--- config.mk ---
export PLATFORM = sky130hd
export DESIGN_NAME = timer_dev
export DESIGN_NICKNAME = d
export VERILOG_FILES = /design/src/rtl/timer_dev_pkg.sv /design/src/rtl/timer_dev.sv
export SDC_FILE = /design/constraint.sdc
export NUM_CORES = 1
export LEC_CHECK = 0
export CAP_MARGIN = 25
export CORE_MARGIN = 2
export CORE_UTILIZATION = 64
export CTS_CLUSTER_DIAMETER = 40
export DETAILED_ROUTE_END_ITERATION = 12
export DONT_BUFFER_PORTS = 1
export MAX_ROUTING_LAYER = met4
export PLACE_DENSITY = 0.8
export SLEW_MARGIN = 20
export SYNTH_ARGS = -nofsm -noshare
export SYNTH_HDL_FRONTEND = slang
export SYNTH_SLANG_ARGS = --single-unit
--- constraint.sdc ---
create_clock -name clk -period 3.15 [get_ports clk]
set_input_delay 0.315 -clock clk [delete_from_list [all_inputs] [get_ports clk]]
set_output_delay 0.315 -clock clk [all_outputs]
set_load 0.005 [all_outputs]
--- src/rtl/timer_dev_pkg.sv ---
// timer_dev_pkg: shared definitions for the memory-mapped countdown timer.
//   - FSM state encoding (IDLE/LOAD/CNT/INT as 0..3)
//   - register word offsets seen on Addr[3:2]
//   - CTRL bit positions and mode codes
//   - mode_of(): folds the reserved mode codes (1x) onto one-shot
package timer_dev_pkg;

    typedef enum logic [1:0] {
        StIdle = 2'd0,
        StLoad = 2'd1,
        StCnt  = 2'd2,
        StInt  = 2'd3
    } timer_state_e;

    // Register word offsets
    localparam logic [1:0] CTRL_OFF   = 2'd0;
    localparam logic [1:0] PRESET_OFF = 2'd1;
    localparam logic [1:0] COUNT_OFF  = 2'd2;

    // CTRL field positions; bus bits above IM_BIT read as 0
    localparam int unsigned CTRL_W   = 4;
    localparam int unsigned EN_BIT   = 0;
    localparam int unsigned MODE_LSB = 1;
    localparam int unsigned MODE_MSB = 2;
    localparam int unsigned IM_BIT   = 3;

    localparam logic [1:0] MODE_ONESHOT = 2'b00;
    localparam logic [1:0] MODE_RELOAD  = 2'b01;

    // Effective operating mode: only 01 selects auto-reload, 00 and 1x run one-shot.
    function automatic logic [1:0] mode_of(input logic [CTRL_W-1:0] ctrl);
        if (ctrl[MODE_MSB:MODE_LSB] == MODE_RELOAD) begin
            return MODE_RELOAD;
        end
        return MODE_ONESHOT;
    endfunction

endpackage

--- src/rtl/timer_dev.sv ---
// timer_dev: countdown timer responding on the CPU peripheral bridge.
//
// Registers (word offset on Addr):
//   0 CTRL   : [0] Enable, [2:1] Mode (01 reload, else one-shot), [3] IM
//   1 PRESET : reload value, CNT_W bits
//   2 COUNT  : current count, read-only
//   3        : reserved, reads 0, writes ignored
//
// Ports:
//   clk   : system clock
//   reset : synchronous active-high reset
//   Addr  : word offset from the bridge
//   WE    : write strobe, already qualified by the bridge's device select
//   Din   : write data
//   Dout  : read data, combinational from Addr, no read side effects
//   IRQ   : interrupt request, irq flag gated by CTRL.IM
//
// Operation: IDLE -> LOAD (COUNT <= PRESET) -> CNT (decrement until COUNT <= 1)
// -> INT (flag raised). One-shot clears Enable and holds the flag until the CPU
// writes CTRL or PRESET; reload drops the flag after one cycle and restarts, giving
// a period of PRESET+3 cycles.
module timer_dev
    import timer_dev_pkg::*;
#(
    parameter int unsigned      CNT_W      = 32,
    parameter logic [CNT_W-1:0] RST_PRESET = '0
) (
    input  logic        clk,
    input  logic        reset,
    input  logic [1:0]  Addr,
    input  logic        WE,
    input  logic [31:0] Din,
    output logic [31:0] Dout,
    output logic        IRQ
);

    logic [CTRL_W-1:0] ctrl_q;
    logic [CNT_W-1:0]  preset_q;
    logic [CNT_W-1:0]  count_q;
    logic              irq_flag_q;
    timer_state_e      state_q;

    logic wr_ctrl;
    logic wr_preset;

    assign wr_ctrl   = WE && (Addr == CTRL_OFF);
    assign wr_preset = WE && (Addr == PRESET_OFF);

    // Several sources can update the same register on one edge. The statements
    // below are ordered so that the later non-blocking assignment carries the
    // intended priority:
    //   - a CPU write clears the flag, but a flag set by CNT on the same edge wins;
    //   - the INT-state Enable clear is overridden by a CPU write to CTRL.
    always_ff @(posedge clk) begin
        if (reset) begin
            ctrl_q     <= '0;
            preset_q   <= RST_PRESET;
            count_q    <= '0;
            irq_flag_q <= 1'b0;
            state_q    <= StIdle;
        end else begin
            if (wr_ctrl || wr_preset) begin
                irq_flag_q <= 1'b0;
            end

            unique case (state_q)
                StIdle: begin
                    if (ctrl_q[EN_BIT]) begin
                        state_q <= StLoad;
                    end
                end
                StLoad: begin
                    // Uses the PRESET value from before any write on this same edge.
                    count_q <= preset_q;
                    state_q <= StCnt;
                end
                StCnt: begin
                    if (!ctrl_q[EN_BIT]) begin
                        // Disabled mid-count: COUNT freezes where it is.
                        state_q <= StIdle;
                    end else if (count_q <= CNT_W'(1)) begin
                        // Covers PRESET=0 as well; COUNT saturates at 0.
                        count_q    <= '0;
                        irq_flag_q <= 1'b1;
                        state_q    <= StInt;
                    end else begin
                        count_q <= count_q - CNT_W'(1);
                    end
                end
                StInt: begin
                    if (mode_of(ctrl_q) == MODE_ONESHOT) begin
                        ctrl_q[EN_BIT] <= 1'b0;
                    end else begin
                        irq_flag_q <= 1'b0;
                    end
                    state_q <= StIdle;
                end
                default: begin
                    state_q <= StIdle;
                end
            endcase

            if (wr_ctrl) begin
                ctrl_q <= Din[CTRL_W-1:0];
            end
            if (wr_preset) begin
                preset_q <= Din[CNT_W-1:0];
            end
        end
    end

    // Read mux; registers narrower than the bus are zero-extended.
    always_comb begin
        Dout = '0;
        unique case (Addr)
            CTRL_OFF:   Dout[CTRL_W-1:0] = ctrl_q;
            PRESET_OFF: Dout[CNT_W-1:0]  = preset_q;
            COUNT_OFF:  Dout[CNT_W-1:0]  = count_q;
            default:    Dout = '0;
        endcase
    end

    // Both terms are flops, so IRQ carries no decode glitches.
    assign IRQ = irq_flag_q & ctrl_q[IM_BIT];

endmodule

Word-level counts from Yosys, hierarchy flattened

Index checks and enable logic that the tools add are counted.

Output and inout bits: 33
Word-level logic and storage cells: 54
Register bits after elaboration: 71

Magnitude comparators: 1
Bitwise logic cells: 1
Reduce and logical (&&, ||, !) cells: 12
Add/subtract/negate cells: 1
Equal/unequal tests: 9
Multiplexer cells: 24

Operators by type and width:

| kind                    | count |
|---|---|
| $mux W32                | 2 |
| $pmux W32 S2            | 1 |
| $pmux W28 S2            | 1 |
| $le A32 B1 Y1 const B   | 1 |
| $sub A32 B1 Y32 const B | 1 |
| $mux W2                 | 7 |
| $pmux W4 S3             | 1 |
| $mux W1                 | 10 |
| $pmux W2 S4             | 1 |
| $eq A2 B1 Y1 const B    | 3 |
| $eq A2 B2 Y1 const B    | 3 |
| $logic_not A2 Y1        | 3 |
| $reduce_and A2 Y1       | 3 |
| $reduce_bool A2 Y1      | 3 |
| $ne A2 B2 Y1 const B    | 2 |
| $ne A3 B3 Y1 const B    | 1 |
| $logic_and A1 B1 Y1     | 2 |
| $pmux W1 S2             | 1 |
| $and A1 B1 Y1           | 1 |
| $logic_or A1 B1 Y1      | 1 |

Depth between registers and ports, before layout

Gate-level depths: netlist of run 1.

Word-level depth: 11
Mapped depth: 8

Worst setup path after synthesis of run 1

OpenSTA, ideal clock, no wires.

Kind: register to register
Start: register count_q[4]
End: register count_q[0]
Setup slack: 973 ps
Cell stages (with the launch flop): 9
Path buffers: 3
Setup time: 128 ps
Data arrival time: 2,050 ps
Required time: 3,022 ps
Cell sequence: dfxtp_1 buf_2 or4_1 buf_2 nor4_4 a31oi_2 buf_2 a32oi_1 nor2_1

Word-level cells in the longest chain between the ends: 4

Ends and longest elaborated chain:

| what                   | RTL line        | text |
|---|---|---|
| start, declared        | timer_dev.sv:39 | `logic [CNT_W-1:0] count_q;` |
| start signal, assigned | timer_dev.sv:74 | `count_q <= preset_q;` |
| start signal, assigned | timer_dev.sv:87 | `count_q <= count_q - CNT_W'(1);` |
| $le A32 B1 Y1          | timer_dev.sv:81 | `end else if (count_q <= CNT_W'(1)) begin` |
| $mux W32               | timer_dev.sv:81 |  |
| $mux W32               | timer_dev.sv:78 | `if (!ctrl_q[EN_BIT]) begin` |
| $pmux W32 S2           | timer_dev.sv:66 | `unique case (state_q)` |

No other way between the ends. The select of a mux whose other input is x is not followed.
A chain may end at the register's enable or synchronous reset.

Final worst setup path of run 1

Start: register count_q[4]
End: register count_q[21]

Word-level cells in the longest chain between the ends: 4

Ends and longest elaborated chain:

| what                                             | RTL line |
|---|---|
| $sub A32 B1 Y32 or $le A32 B1 Y1 (tied branches) | timer_dev.sv:87, timer_dev.sv:81 |
| $mux W32 (*)                                     | timer_dev.sv:81 |
| $mux W32 (*)                                     | timer_dev.sv:78 |
| $pmux W32 S2 (*)                                 | timer_dev.sv:66 |

Every way passes the cells marked *; elsewhere a longest branch is shown, timed or not. The select of a mux whose other input is x is not followed.

==> results of run 1 <==
[power by group through the flow]
stage	sequential, W	combinational (W)	clock, W
finish	0.000952	0.000310	0.000772
global route	0.000956	0.000331	0.000800
CTS	0.000951	0.000299	0.000770
detailed placement	0.000972	0.000298	0
global placement	0.000971	0.000293	0
floorplan	0.000958	0.000245	0
[layer usage]
layer / routed length [um] / global-route usage [%] / vias to the layer above
met5: 0 / - / -
met3: 1210 / 5.84 / 31
met4: 244 / 14.0 / 0
met2: 5570 / 52.1 / 254
li1: - / - / 2041
met1: 5290 / 47.9 / 2073
[logic make-up (layout without fill, tap and decap cells)]
| logic type | count (synthesis) | in the layout | synth area share [%] |
|---|---|---|---|
| simple gates | 241 | 241 | 28.7 |
| fa+ha+maj | 6 | 6 | 1.78 |
| flops | 71 | 71 | 33.8 |
| buf+inv | 60 | 39 | 5.53 |
| compound gates | 193 | 193 | 29.5 |
| xor+xnor | 3 | 3 | 0.625 |
[flip-flops by register name (all words and copies together), names as in the netlist]
| register | flops |
|---|---|
| state_q | 2 |
| preset_q | 32 |
| ctrl_q | 4 |
| count_q | 32 |
| irq_flag_q | 1 |
[worst max-delay path: cells and delay by family (launching register included)]
kind,cells,cell delay (ns)
AND/OR/NAND/NOR,2,1.13
flip-flops,1,0.40
AO/OA/AOI/OAI,3,0.89
[synthesized netlist by cell type, drive strengths merged, types with 3 or more instances]
library cell	number	share of area, %
nand2b	5	0.74
buf	8	0.89
a211oi	20	3.6
nand4b	3	0.62
clkbuf	41	3.7
a21oi	66	7.9
inv	11	0.98
o31ai	3	0.54
a222oi	4	0.95
nor3b	3	0.54
or3	3	0.45
nand3	15	1.8
o21a	10	1.8
nor4	17	3.0
nor2	28	2.5
or4	6	1.1
nand4	7	1.0
nor3	13	1.5
nor2b	31	4.6
o41ai	6	1.2
ha	6	1.8
a221oi	5	1.0
nand2	99	8.8
a22oi	28	5.0
dfxtp	71	34
o21ai	35	4.2
[worst min-delay path by stage]
stage,start,cells past startpoint,slack (ns),to
after global routing,reset,1,0.02,preset_q[20]$_SDFFE_PP0P_
final,reset,1,0.03,preset_q[20]$_SDFFE_PP0P_
after floorplan,ctrl_q[3]$_SDFFE_PP0P_,2,0.44,ctrl_q[3]$_SDFFE_PP0P_
after CTS,reset,1,0.02,preset_q[26]$_SDFFE_PP0P_
after global placement,reset,1,0.39,preset_q[22]$_SDFFE_PP0P_
after detailed placement,reset,1,0.39,preset_q[20]$_SDFFE_PP0P_
[layout make-up]
type                    count  area (um^2)  share of cell area [%]
clock buffers              11          151                    3.43
repair buffers             12         90.1                    2.04
inverters                  11         41.3                   0.936
flip-flops and latches     71         1420                    32.2
clock inverters             5         56.3                    1.28
multi-input cells         443         2550                    57.9
well taps                  77         96.3                    2.19
[per-stage QoR]
stage / util [%] / std cells
3_5_place_dp: 66.2 / 614
5_1_grt: 69.4 / 630
4_1_cts: 69.4 / 630
2_1_floorplan: - / 574
6_report: 69.4 / 630
3_3_place_gp: 66.2 / 614
==> results.tsv, run 1 <==
metric	value	unit
drc	0	
n_fill_cell	561	
num_rows	29	
synth-edff-count	0	
via_count	4399	
cp.arrival	2.76	ns
antenna_left	0	
switching_share	29.5	%
grt_overflow_total	0	
critPathKind	reg -> reg	
critPathCaptureType	flip-flop	
internal_power	0.00143	W
syn_to_final_growth	4.82	%
grt_pass1_wl	19900	um
htree_levels	3	
ys_async_sr_fraction	0	%
finClkSkew	0.00769	ns
power_frac_comb	15.2	%
fin_crit_sh	79.4	%
tns	0	ns
synthDistinctLibCells	53	
crit_slowest_cell	nor4_2	
synth.net_count	617	
die_area	7240	um^2
ir_worst_vdd	0.450	mV
power_density	461	nW/um^2
drt_first_pass_iters	5	
cts_root_buffer	clkbuf_8	
p_sw	0.000600	W
final_common_cell	nand2_1	
nets	591	
syn_area	4210	um^2
fin_area	4410	um^2
seq_power_share	46.8	%
syn_area_per_cell	7.33	um^2
ys.flop_type	dfxtp_1	
drt_wl_total	12300	um
path_cells	nor4_2 > nand4_1 > o41ai_1 > a21oi_1 > a211oi_1	
reg2reg_depth	5	
cts_hold_buffers	0	
grt_pass1_vias	4064	
status	completed	
routedWlPerCell	19.6	um
cts_resized	0	
grt_setup_unrepaired	false	
gp_congestion	0.972	
min_path_type	in -> reg	
setup_viol	0	
slew_viol_final	0	
required	3.41	ns
io_buffers	0	
ios	70	
r2r-end	count_q[21]$_SDFFE_PP0P_	
tightest_slew	0.943	ns
cts_tree	built	
hold_viol_final	0	
pre_cts_slack	0.698	ns
yosysSeqAreaShare	33.8	%
fmax	400	MHz
drive_above_1_share	5.97	%
grt_util_all_layers	35.1	%
crit_path_max_fanout	9	
die_h	85.1	um
syn_inst	574	
p_total	0.00203	W
rr_startpoint	count_q[4]$_SDFFE_PP0P_	
cts_setup_buffers	0	
leakage	1.48	nW
critPathLaunch	count_q[4]$_SDFFE_PP0P_	
cts_buffers	9	
yosys_warnings	0	
viasPerCell	6.98	
cts_sinks	71	
ys_ff_latch	71	
dp_hpwl	8100	um
setup.worst_path.start_class	flip-flop	
cpPeakStageDelay	0.57	ns
path_clk_slew	0.08	ns
hold_slack	0.0262	ns
slew_headroom	37.1	%
drt_iter0_markers	487	
core_area	6350	um^2
regToRegSetupSlack	0.65	ns
worst_slack	0.648	ns
finalCriticalPeriod	2.50	ns
clock_path_buffers	2	
worstSkewPairLatency	0.35	ns
chipWidth	85.1	um
place_area	4200	um^2
cap_violations	0	
grt_max_degree	69	
antenna_found_initial	0	
crit_end	count_q[21]$_SDFFE_PP0P_	
clkPwrFrac	37.9	%
diodes	0	
start_util	66.2	%
final_cell_mix	99 x nand2_1, 71 x dfxtp_1, 66 x a21oi_1, 31 x nor2b_1, 31 x o21ai_0	
No activity file was read; power rests on OpenSTA's default activity.
==> run 2: changes to the inputs <==
CORE_UTILIZATION = 58   (was 64)
PLACE_DENSITY = 0.76   (was 0.8)
clock period = 2.3 ns   (was 3.15 ns; I/O delays follow)
==> run 2 against run 1 <==
The run now ends with negative hold slack left; die area is 9.8% higher; clock power up 52%; combinational power is 66% higher; critical path depth is 1 higher.
==> results.tsv, run 2 (same netlist as run 1, synthesis figures left out) <==
metric	value	unit	change
grt_pass1_wl	20600	um	+3.3%
crit_path_max_fanout	11		+2
finalCriticalPeriod	2.24	ns	-0.262 ns
grt_pass1_vias	4222		+3.9%
die_h	89.2	um	+4.8%
setup_viol	0		unchanged
grt_max_degree	61		-12%
dp_cells	663		+8.0%
fin_crit_sh	97.4	%	+18 points
drc	0		unchanged
viasPerCell	6.74		-3.5%
finClkSkew	0.0135	ns	+0.00577 ns
path_clk_slew	0.08	ns	about the same
drive_above_1_share	10.7	%	+4.7 points
cts_root_buffer	clkbuf_8		
syn_to_final_growth	14.1	%	
setup.worst_path.start_class	flip-flop		
ir_worst_vdd	0.505	mV	+12%
drt_iter0_markers	539		+11%
nets	629		+6.4%
violations	negative hold slack		
gp_congestion	1.01		+3.6%
cts_buffers	9		unchanged
path_cells	or4_1 > nor4_4 > a31oi_2 > buf_4 > a32oi_1 > nor2_1		
final_common_cell	nand2_1		
reg_top3	count_q x32, preset_q x32, ctrl_q x4		
required	2.53	ns	-0.88 ns
worstSkewPairLatency	0.36	ns	about the same
leakage	1.68	nW	+14%
dp_hpwl	8810	um	+8.8%
diodes	0		unchanged
routedWlPerCell	19.0	um	-3.0%
num_rows	31		+6.9%
antenna_left	0		unchanged
final_cells	690		+9.5%
htree_levels	3		unchanged
cap_violations	0		unchanged
crit_slowest_cell	or4_1		
fin_area	4800	um^2	+8.9%
worst_slack	0.0600	ns	-0.588 ns
cpPeakStageDelay	0.63	ns	+0.06 ns
core_area	7140	um^2	+12%
power_density	622	nW/um^2	+35%
cp.arrival	2.47	ns	-0.29 ns
io_buffers	0		unchanged
cts_sinks	71		unchanged
tns	0	ns	unchanged
via_count	4651		+5.7%
slew_headroom	52.4	%	+15 points
cts_tree	built		
place_area	4430	um^2	+5.5%
chipWidth	89.2	um	+4.8%
grt_util_all_layers	34.5	%	-0.66 points
pre_cts_slack	0.0958	ns	-0.602 ns
grt_overflow_total	0		unchanged
critPathKind	reg -> reg		
tightest_slew	0.715	ns	-0.229 ns
antenna_found_initial	0		unchanged
die_area	7950	um^2	+9.8%
hold_slack	-0.00157	ns	-0.0278 ns
drt_first_pass_iters	7		+2
critPathCaptureType	flip-flop		
fmax	446	MHz	+12%
min_path_type	in -> reg		
slew_viol_final	0		unchanged
status	finished with violations		
start_util	58.9	%	-7.3 points
final_cell_mix	99 x nand2_1, 71 x dfxtp_1, 66 x a21oi_1, 39 x buf_4		
drt_wl_total	13100	um	+6.2%
hold_viol_final	2		+2
clock_path_buffers	2		unchanged
cts_setup_buffers	0		unchanged
ios	70		unchanged
-- run 2: cell types whose count changed in the layout (fill, tap and decap cells not counted), sizes merged --
| cell | before | now |
|---|---|---|
| bufinv | 1 | 2 |
| dlygate4sd3 | 0 | 10 |
| buf | 12 | 40 |
| clkinvlp | 1 | 2 |
| clkinv | 3 | 1 |
-- run 2: path summary, 6_finish.rpt --
path,startpoint,end,slack (ns),cells past startpoint
setup reg to reg,count_q[4]$_SDFFE_PP0P_,count_q[0]$_SDFFE_PP0P_,0.06,6
hold reg to reg,preset_q[8]$_SDFFE_PP0P_,preset_q[8]$_SDFFE_PP0P_,0.47,2
hold / removal,Din[24],preset_q[24]$_SDFFE_PP0P_,-0.002,2
setup / recovery,count_q[4]$_SDFFE_PP0P_,count_q[0]$_SDFFE_PP0P_,0.06,6
-- run 2: power by group --
part | internal (W) | switching, W
combinational | 0.000196 | 0.000318
sequential | 0.00126 | 0.0000377
clock | 0.000668 | 0.000502
-- run 2: final cells by class --
cell class / count / area (um^2)
clock buffers: 11 / 151
clock inverters: 5 / 80.1
fillers: 645 / 2340
inverters: 11 / 41.3
multi-input cells: 443 / 2560
flip-flops and latches: 71 / 1420
well taps: 99 / 124
repair buffers: 50 / 420
-- run 2: routing by layer --
metal / global-route usage [%] / vias up / wire, um
met2: 52.6 / 297 / 6070
li1: - / 2115 / -
met1: 44.2 / 2190 / 5330
met3: 7.11 / 49 / 1350
met4: 15.1 / 0 / 340
met5: - / - / 0
-- run 2: critical path: cells and delay by family, from the launching register on --
family	cells	cell delay, ns
compound gates	2	0.39
flops	1	0.31
buf+inv	1	0.21
simple gates	3	1.19
-- run 2: per-stage QoR --
step	total power (W)	util, %
2_1_floorplan	0.00165	-
3_3_place_gp	0.00177	62.1
3_5_place_dp	0.00179	62.1
4_1_cts	0.00296	67.0
5_1_grt	0.00308	67.3
6_report	0.00298	67.3
-- run 2: timing repair --
item	in CTS	in global routing
hold buffers	10	1
hold endpoints to repair	60	1
endpoints found under the setup margin	0	5
resized for setup	0	2
==> run 3: changes to the inputs <==
CORE_UTILIZATION = 67   (was 58)
PLACE_DENSITY = 0.83   (was 0.76)
SKIP_CTS_REPAIR_TIMING = 1   (was unset)
clock period = 2.7 ns   (was 2.3 ns; I/O delays follow)
==> run 3 against run 2 <==
The run still ends with negative hold slack left; register-to-register slack gained 0.10 ns; critical endpoint is now count_q[22]$_SDFFE_PP0P_; clock-buffer cell count grew 2; clock skew grew 0.0047 ns; final cell count shrank 7.4%; combinational power shrank 22%; routed wire length shrank 1.4%; cell area shrank 5.8%; first-iteration DRC count grew 19%; non-clock buffer count shrank 27; sequential power shrank 15%.
==> results.tsv, run 3 (same netlist as run 1, synthesis figures left out) <==
metric	value	unit	change
syn_to_final_growth	7.47	%	
switching_share	28.4	%	-0.35 points
final_common_cell	nand2_1		
cts_sinks	71		unchanged
fmax	394	MHz	-12%
cap_violations	0		unchanged
grt_pass1_vias	4130		-2.2%
regToRegSetupSlack	0.16	ns	+0.10 ns
dp_hpwl	8320	um	-5.6%
power_frac_comb	16.1	%	-1.1 points
cp.arrival	2.79	ns	+0.32 ns
critPathKind	reg -> reg		
hold_viol_final	1		-1
ios	70		unchanged
grt_setup_unrepaired	false		
drc	0		unchanged
htree_levels	3		unchanged
slew_viol_final	0		unchanged
cts_buffers	9		unchanged
n_fill_cell	486		-25%
final_cell_mix	99 x nand2_1, 71 x dfxtp_1, 66 x a21oi_1, 31 x nor2b_1, 31 x o21ai_0		
leakage	1.54	nW	-8.1%
nets	602		-4.3%
finClkSkew	0.0182	ns	+0.00470 ns
num_rows	28		-9.7%
antenna_found_initial	0		unchanged
diodes	0		unchanged
die_area	6930	um^2	-13%
reg_top3	count_q x32, preset_q x32, ctrl_q x4		
chipWidth	83.2	um	-6.6%
tightest_slew	0.760	ns	+0.0456 ns
routedWlPerCell	20.2	um	+6.5%
worstSkewPairLatency	0.37	ns	about the same
drive_above_1_share	7.27	%	-3.4 points
drt_wl_total	12900	um	-1.4%
setup_viol	0		unchanged
io_buffers	0		unchanged
p_total	0.00250	W	-16%
viasPerCell	7.08		+5.0%
die_h	83.2	um	-6.6%
fin_crit_sh	94.0	%	-3.4 points
via_count	4524		-2.7%
crit_path_max_fanout	7		-4
clock_path_buffers	2		unchanged
clkPwrFrac	39.3	%	about the same
power_density	552	nW/um^2	-11%
path_clk_slew	0.08	ns	about the same
drt_iter0_markers	643		+19%
setup.worst_path.start_class	flip-flop		
finalCriticalPeriod	2.54	ns	+0.299 ns
min_path_type	in -> reg		
pre_cts_slack	0.257	ns	+0.162 ns
internal_power	0.00179	W	-16%
status	finished with violations		
cts_tree	built		
worst_slack	0.161	ns	+0.101 ns
p_sw	0.000709	W	-17%
gp_congestion	0.965		-4.1%
required	2.95	ns	+0.42 ns
critPathCaptureType	flip-flop		
ir_worst_vdd	0.395	mV	-22%
core_area	5990	um^2	-16%
grt_overflow_total	0		unchanged
seq_power_share	44.6	%	+1.1 points
slew_headroom	49.3	%	-3.0 points
start_util	70.2	%	+11 points
violations	negative hold slack		
grt_util_all_layers	37.3	%	+2.8 points
drt_first_pass_iters	8		+1
grt_pass1_wl	20400	um	-0.90%
antenna_left	0		unchanged
cts_root_buffer	clkbuf_8		
tns	0	ns	unchanged
hold_slack	-0.00000258	ns	+0.00157 ns
grt_max_degree	69		+13%
## run 3: routing by layer
metal	wire [um]	up-vias	track usage, %
met2	5800	324	55.8
met1	5140	2068	50.3
met5	0	-	-
met4	459	0	16.5
li1	-	2072	-
met3	1510	60	5.17
## run 3: path summary, 6_finish.rpt
kind,endpoint,cells past startpoint,start
min,preset_q[10]$_SDFFE_PP0P_,1,reset
min reg2reg,preset_q[11]$_SDFFE_PP0P_,2,preset_q[11]$_SDFFE_PP0P_
max reg2reg,count_q[22]$_SDFFE_PP0P_,7,count_q[0]$_SDFFE_PP0P_
max,count_q[22]$_SDFFE_PP0P_,7,count_q[0]$_SDFFE_PP0P_
## run 3: final cells by class
type	count	area [um^2]	area share, %
sequential	71	1420	31.4
tap	75	93.8	2.08
inverter	11	41.3	0.913
clock buffer	13	159	3.52
multi-input combinational	443	2550	56.5
clock inverter	3	65.1	1.44
timing repair buffer	23	188	4.15
## run 3: per-stage QoR
| stage | area (um^2) | instances | hold WS, ns | util, % |
|---|---|---|---|---|
| floorplan | 4210 | 574 | 0.406 | - |
| global placement | 4270 | 621 | 0.344 | 71.2 |
| detailed placement | 4270 | 621 | 0.346 | 71.2 |
| CTS | 4490 | 637 | -0.0373 | 75.0 |
| global route | 4520 | 639 | 0.00281 | 75.5 |
| finish | 4520 | 639 | -0.00000258 | 75.5 |
## run 3: critical path, stage by stage (launching register included)
cell     delay, ns
dfxtp_1       0.37
inv_1         0.12
ha_1          0.31
or3b_1        0.55
or3_1         0.47
nor3_1        0.26
xor2_1        0.10
a41o_1        0.25
## run 3: power groups by stage
stage          sequential, W  clock, W  combinational (W)
2_1_floorplan        0.00112         0           0.000285
3_3_place_gp         0.00113         0           0.000359
3_5_place_dp         0.00113         0           0.000366
4_1_cts              0.00111  0.000976           0.000369
5_1_grt              0.00111   0.00102           0.000437
6_report             0.00111  0.000982           0.000401
